## config.mk

```make
export PLATFORM = sky130hd
export DESIGN_NAME = bitstream_packer
export DESIGN_NICKNAME = d
export VERILOG_FILES = /design/src/rtl/bitstream_packer_pkg.sv /design/src/rtl/bitstream_shifter.sv /design/src/rtl/bitstream_packer.sv
export SDC_FILE = /design/constraint.sdc
export NUM_CORES = 1
export LEC_CHECK = 0
export ABC_AREA = 1
export ABC_CLOCK_PERIOD_IN_PS = 8330
export BUFFER_PORTS_ARGS = -buffer_cell sky130_fd_sc_hd__buf_2
export CORE_MARGIN = 2
export CORE_UTILIZATION = 40
export CTS_BUF_LIST = sky130_fd_sc_hd__clkbuf_2
export DETAILED_ROUTE_END_ITERATION = 8
export HOLD_SLACK_MARGIN = 0.15
export SLEW_MARGIN = 10
export SYNTH_ARGS = -nofsm -noshare
export SYNTH_HDL_FRONTEND = slang
export SYNTH_SLANG_ARGS = --single-unit
```

## constraint.sdc

```tcl
create_clock -name clk -period 8.33 [get_ports clk]
set_input_delay 1.2495 -clock clk [delete_from_list [all_inputs] [get_ports clk]]
set_output_delay 1.2495 -clock clk [all_outputs]
set_load 0.05 [all_outputs]
```

## src/rtl/bitstream_packer_pkg.sv

```systemverilog
// Shared widths and helpers for the MJPEG tail bit-stream packer.
package bitstream_packer_pkg;
  localparam int WORD_W = 32;
  localparam int LEN_W  = 6;
  localparam int REST_W = 3;
  localparam int BUF_W  = 64;
  localparam int CNT_W  = 5;

  typedef logic [BUF_W-1:0] buf_t;

  // Bits still needed to reach the next byte boundary: (-count) mod 8.
  function automatic logic [REST_W-1:0] bits_to_byte(input logic [CNT_W-1:0] cnt);
    return 3'(3'd0 - cnt[2:0]);
  endfunction
endpackage

```

## src/rtl/bitstream_shifter.sv

```systemverilog
// Masks a right-aligned fragment to its length and drops it just below the pending bits.
module bitstream_shifter
  import bitstream_packer_pkg::*;
(
  input  logic [LEN_W-1:0]  len,
  input  logic [CNT_W-1:0]  cnt,
  input  logic [WORD_W-1:0] data,
  output buf_t              placed
);

  logic [BUF_W-1:0] mask_s;
  logic [6:0]       shamt_s;

  // Offset is BUF_W - cnt - len; a shift of 64 (empty fragment, empty buffer) yields zero.
  always_comb begin
    mask_s  = ~({BUF_W{1'b1}} << len);
    shamt_s = 7'd64 - {2'b00, cnt} - {1'b0, len};
    placed  = ({32'd0, data} & mask_s) << shamt_s;
  end

endmodule

```

## src/rtl/bitstream_packer.sv

```systemverilog
// Packs 0..32-bit code fragments MSB-first into 32-bit words and reports byte-alignment slack.
module bitstream_packer
  import bitstream_packer_pkg::*;
(
  input  logic              clk,
  input  logic              rst,
  input  logic [LEN_W-1:0]  ilength,
  input  logic [WORD_W-1:0] idata,
  output logic [REST_W-1:0] rest,
  output logic              ovalid,
  output logic [WORD_W-1:0] odata
);

  buf_t              buf_r;
  buf_t              placed_s;
  buf_t              merged_s;
  buf_t              buf_next_s;
  logic [CNT_W-1:0]  cnt_r;
  logic [CNT_W-1:0]  cnt_next_s;
  logic [LEN_W-1:0]  len_s;
  logic [LEN_W-1:0]  total_s;
  logic              word_s;
  logic              ovalid_r;
  logic [WORD_W-1:0] odata_r;
  logic [REST_W-1:0] rest_r;

  // Out-of-range lengths are treated as a full word.
  always_comb begin
    if (ilength > 6'd32) begin
      len_s = 6'd32;
    end else begin
      len_s = ilength;
    end
  end

  bitstream_shifter u_shifter (
    .len    (len_s),
    .cnt    (cnt_r),
    .data   (idata),
    .placed (placed_s)
  );

  // Pending bits live MSB-aligned in buf_r; a completed word is taken from the top half.
  always_comb begin
    merged_s   = buf_r | placed_s;
    total_s    = {1'b0, cnt_r} + len_s;
    buf_next_s = buf_r;
    cnt_next_s = cnt_r;
    word_s     = 1'b0;
    if (len_s != 6'd0) begin
      if (total_s >= 6'd32) begin
        word_s     = 1'b1;
        buf_next_s = {merged_s[31:0], 32'd0};
        cnt_next_s = 5'(total_s - 6'd32);
      end else begin
        buf_next_s = merged_s;
        cnt_next_s = total_s[4:0];
      end
    end else begin
      word_s = 1'b0;
    end
  end

  // State and output registers; reset discards any partial word.
  always_ff @(posedge clk) begin
    if (rst) begin
      buf_r    <= '0;
      cnt_r    <= 5'd0;
      ovalid_r <= 1'b0;
      odata_r  <= 32'd0;
      rest_r   <= 3'd0;
    end else begin
      buf_r    <= buf_next_s;
      cnt_r    <= cnt_next_s;
      ovalid_r <= word_s;
      if (word_s) begin
        odata_r <= merged_s[63:32];
      end else begin
        odata_r <= odata_r;
      end
      rest_r   <= bits_to_byte(cnt_next_s);
    end
  end

  assign ovalid = ovalid_r;
  assign odata  = odata_r;
  assign rest   = rest_r;

endmodule

```

==> out/qor_table.md <==
| Parameter | Value |
|:---|:---|
| # Post-CTS Setup Buffers | 0 |
| Width of the chip | 142.3 um |
| Clk Tree Root Cell | sky130_fd_sc_hd__clkbuf_2 |
| Die H | 142.3 um |
| Number of placed instances, taps included | 1503 |
| DRC | 0 |
| Sum of routed wire length over all layers | 25380 um |
| Number of storage elements in the synthesis netlist | 104 |
| Min-Delay Path Class | reg2reg |
| Slew of the pin with the lowest slew margin | 967.0 ps |
| FP Rows | 50 |
| Worst max-slew margin expressed relative to the limit | 35.47% |
| Gate count after technology mapping | 1262 |
| Area delta synth->final | 6.850% |
| Post-route clock skew | 42.56 ps |
| Share of the cycle needed by the critical path after routing | 59.14% |
| Cell area after placement | 8075 um^2 |
| Most numerous cell in the Yosys netlist | sky130_fd_sc_hd__nand3_1 |
| Layout cells sized above 1 | 10.04% |
| First-pass GRT wire length | 40830 um |
| Clock Power Share | 7.2% |
| Share of cell area taken by muxes after synthesis | 0.1308% |
| Synth Area per Inst | 6.065 um^2 |
| Top cells by area in the synthesized netlist | sky130_fd_sc_hd__dfxtp_1, sky130_fd_sc_hd__nand3_1, sky130_fd_sc_hd__nand2_1 |
| Final min period | 4926 ps |
| Total power density per cell area | 390.3 nW/um^2 |
| Layout net count | 1337 |
| Number of flops mapped to enable cells by yosys | 0 |
| Classification of the worst setup path | in2reg |
| Count of H-tree levels built during CTS | 3 |
| Post-DP HPWL | 18820 um |
| Synthesized-area fraction occupied by ao, oa, aoi and oai cells | 14.60% |
| Total global routing track utilization | 25.53% |
| Hold bufs inserted after CTS | 0 |
| Number of max-capacitance violations reported | 0 |
| Switching share of power | 59.47% |
| Clk Latency, worst-skew pair | 660 ps |
| Flip-flop cell with the highest count after synthesis | sky130_fd_sc_hd__dfxtp_1 |
| Distinct cells, synth | 42 |
| Via count of the first global-routing pass | 7734 |
| Fin. max-slew vios | 0 |
| Nature of the critical path startpoint | input pin |
| Post-CTS resize count | 0 |
| Clock tree from TritonCTS | yes |
| Leading cell types by count after synthesis | sky130_fd_sc_hd__nand3_1, sky130_fd_sc_hd__nand2_1, sky130_fd_sc_hd__inv_1, sky130_fd_sc_hd__dfxtp_1, sky130_fd_sc_hd__nor2_1 |
| Warnings, synthesis | 0 |
| Switching Power | 0.001898 W |
| Combinational family with the most area after synthesis | simple AND/OR/NAND/NOR gates |
| Top-Level Pins | 76 |
| Share of total power in combinational logic | 70.7% |
| Average wire length per cell after detail routing | 16.70 um |
| Peak ir drop on the vdd network | 192.4 uV |
| Outcome | finished, final reports clean |
| GRT Residual Overflow | 0 |
| Sequential cell area fraction in the yosys report | 27.20% |
| Data required, critical path | 8980 ps |
| Post-route cell area | 8178 um^2 |
| Routability cong. | 0.9547 |
| Critical Path Sink Type | flop |
| Power Internal | 0.001294 W |
| Top achievable clock speed | 203.0 MHz |
| Antenna-violating nets left | 0 |
| Core area | 18770 um^2 |
| Initial antenna violation count | 1 |
| Post-Synthesis Net Count | 1319 |
| Total count of hold-check failures in the final report | 0 |
| Number of buffers inserted by port buffering | 75 |
| Violation count after the first detailed-routing iteration | 900 |
| Async SR Flop Fraction | 0% |
| Number of iterations in the first detailed-routing pass | 6 |
| Flop pwr share | 22.1% |
| Buffers from clock root to sink, at most | 2 |
| Mapped cell area | 7654 um^2 |
| Initial cell density of the core | 40.78% |
| Final number of setup-violating endpoints | 0 |
| Area share of fa/ha/maj cells after synthesis | 2.975% |
| Non-filler instance count after layout | 1520 |
| Worst hold margin | 467.5 ps |
| Largest net degree at the start of global routing | 68 |
| Fraction of post-synthesis cell area in the top cell type by area | 27.20% |
| Via total after detailed routing | 8500 |
| Total negative setup slack | 0 ps |
| Largest fanout on the critical path | 24 |
| Share of the synthesized netlist area taken by xor and xnor gates | 1.242% |
| Library cell with the largest summed area after synthesis | sky130_fd_sc_hd__dfxtp_1 |
| Leakage dissipation | 3.996 nW |
| RSZ-0062 raised after global routing | false |
| Clock input transition at the sequential cells of the worst setup and hold paths | 330 ps |
| Total CTS buffers | 9 |
| Die footprint | 20260 um^2 |
| Post-detailed-route via-to-cell ratio | 5.592 |
| Fraction of the mapped netlist area in simple logic gates | 42.41% |
| Arrival time worst endpoint | 5580 ps |
| Clock sink count | 104 |
metal layers:
layer	share of wire (%)	global-route usage (%)	vias up
met2	45	40.35	314
met4	2.8	9.328	0
met3	5.7	3.398	51
met1	47	35.64	3858
li1	-	-	4277
met5	0	0	-
layout make-up:
class / instances / area, um^2
fill: 2064 / 10590
multi-input combinational: 939 / 4710
sequential: 104 / 2082
inverter: 138 / 518.0
timing repair buffer: 88 / 473.0
tap: 234 / 292.8
clock buffer: 10 / 50.05
clock inverter: 6 / 50.05
antenna: 1 / 2.502
worst max-delay path, stage by stage:
cell and delay (ps):
sky130_fd_sc_hd__buf_2 300, sky130_fd_sc_hd__inv_2 190, sky130_fd_sc_hd__nand2_1 180, sky130_fd_sc_hd__inv_1 130, sky130_fd_sc_hd__ha_1 280, sky130_fd_sc_hd__inv_1 60, sky130_fd_sc_hd__ha_1 160, sky130_fd_sc_hd__inv_1 60
sky130_fd_sc_hd__fa_1 520, sky130_fd_sc_hd__o21ai_1 260, sky130_fd_sc_hd__xnor2_2 130, sky130_fd_sc_hd__buf_4 310, sky130_fd_sc_hd__inv_2 250, sky130_fd_sc_hd__nor2_2 490, sky130_fd_sc_hd__buf_4 340, sky130_fd_sc_hd__inv_1 130
sky130_fd_sc_hd__o21bai_1 210, sky130_fd_sc_hd__o211ai_1 100, sky130_fd_sc_hd__inv_1 70, sky130_fd_sc_hd__o21ai_0 70, sky130_fd_sc_hd__inv_1 70
cells in the final DEF (no fill, tap or decap), types with 2 or more instances in the layout:
cell type,n
sky130_fd_sc_hd__a21boi_0,2
sky130_fd_sc_hd__a21o_1,2
sky130_fd_sc_hd__a21oi_1,51
sky130_fd_sc_hd__a31oi_1,13
sky130_fd_sc_hd__buf_2,75
sky130_fd_sc_hd__buf_4,13
sky130_fd_sc_hd__clkbuf_2,10
sky130_fd_sc_hd__clkinv_1,2
sky130_fd_sc_hd__dfxtp_1,104
sky130_fd_sc_hd__fa_1,2
sky130_fd_sc_hd__ha_1,15
sky130_fd_sc_hd__inv_1,127
sky130_fd_sc_hd__inv_2,9
sky130_fd_sc_hd__inv_6,2
sky130_fd_sc_hd__nand2_1,274
sky130_fd_sc_hd__nand2_2,4
sky130_fd_sc_hd__nand3_1,321
sky130_fd_sc_hd__nand3b_1,5
sky130_fd_sc_hd__nand4_1,29
sky130_fd_sc_hd__nor2_1,71
sky130_fd_sc_hd__nor2_2,5
sky130_fd_sc_hd__nor2_4,2
sky130_fd_sc_hd__nor3_1,6
sky130_fd_sc_hd__o211a_1,3
sky130_fd_sc_hd__o211ai_1,24
sky130_fd_sc_hd__o21ai_0,67
sky130_fd_sc_hd__o21ai_1,18
sky130_fd_sc_hd__o21bai_1,9
sky130_fd_sc_hd__xnor2_1,2
sky130_fd_sc_hd__xor2_1,2
through the flow:
step / power (W) / setup slack [ps] / utilization [%]
floorplan: 0.002350 / 4390 / -
global route: 0.003462 / 2983 / 43.57
global placement: 0.002927 / 2907 / 43.03
finish: 0.003192 / 3404 / 43.57
detailed placement: 0.002924 / 2770 / 43.03
CTS: 0.003165 / 3510 / 43.56
flip-flops by register name (all words and copies together), names as in the netlist:
signal,flops
rest,2
buf_r,64
ovalid,1
odata,32
cnt_r,5
worst paths after layout:
check | startpoint | to | slack, ps | cells after the start
max reg2reg | cnt_r[3] | odata[3] | 4320 | 13
max | ilength[5] | buf_r[38] | 3400 | 21
min reg2reg | odata[19] | odata[19] | 470 | 2
min | odata[19] | odata[19] | 470 | 2
cell families (layout without fill, tap and decap cells):
logic type                 Yosys count  after routing
buffers and inverters              219            242
adders and majority gates           17             17
DFF                                104            104
and+or+nand+nor                    720            720
other                                0              1
muxes                                1              1
AOI/OAI and AO/OA                  194            194
xor gates and xnor gates             7              7
power by group through the flow:
stage                     Combinational, W  Clock [W]  Sequential (W)
after floorplan                    0.00144          0        0.000912
after global placement             0.00221          0        0.000716
after detailed placement           0.00221          0        0.000717
after CTS                          0.00222   0.000243        0.000706
after global routing               0.00248   0.000258        0.000723
final                              0.00226   0.000231        0.000706
Note: power is estimated with default switching activity, not from simulation.
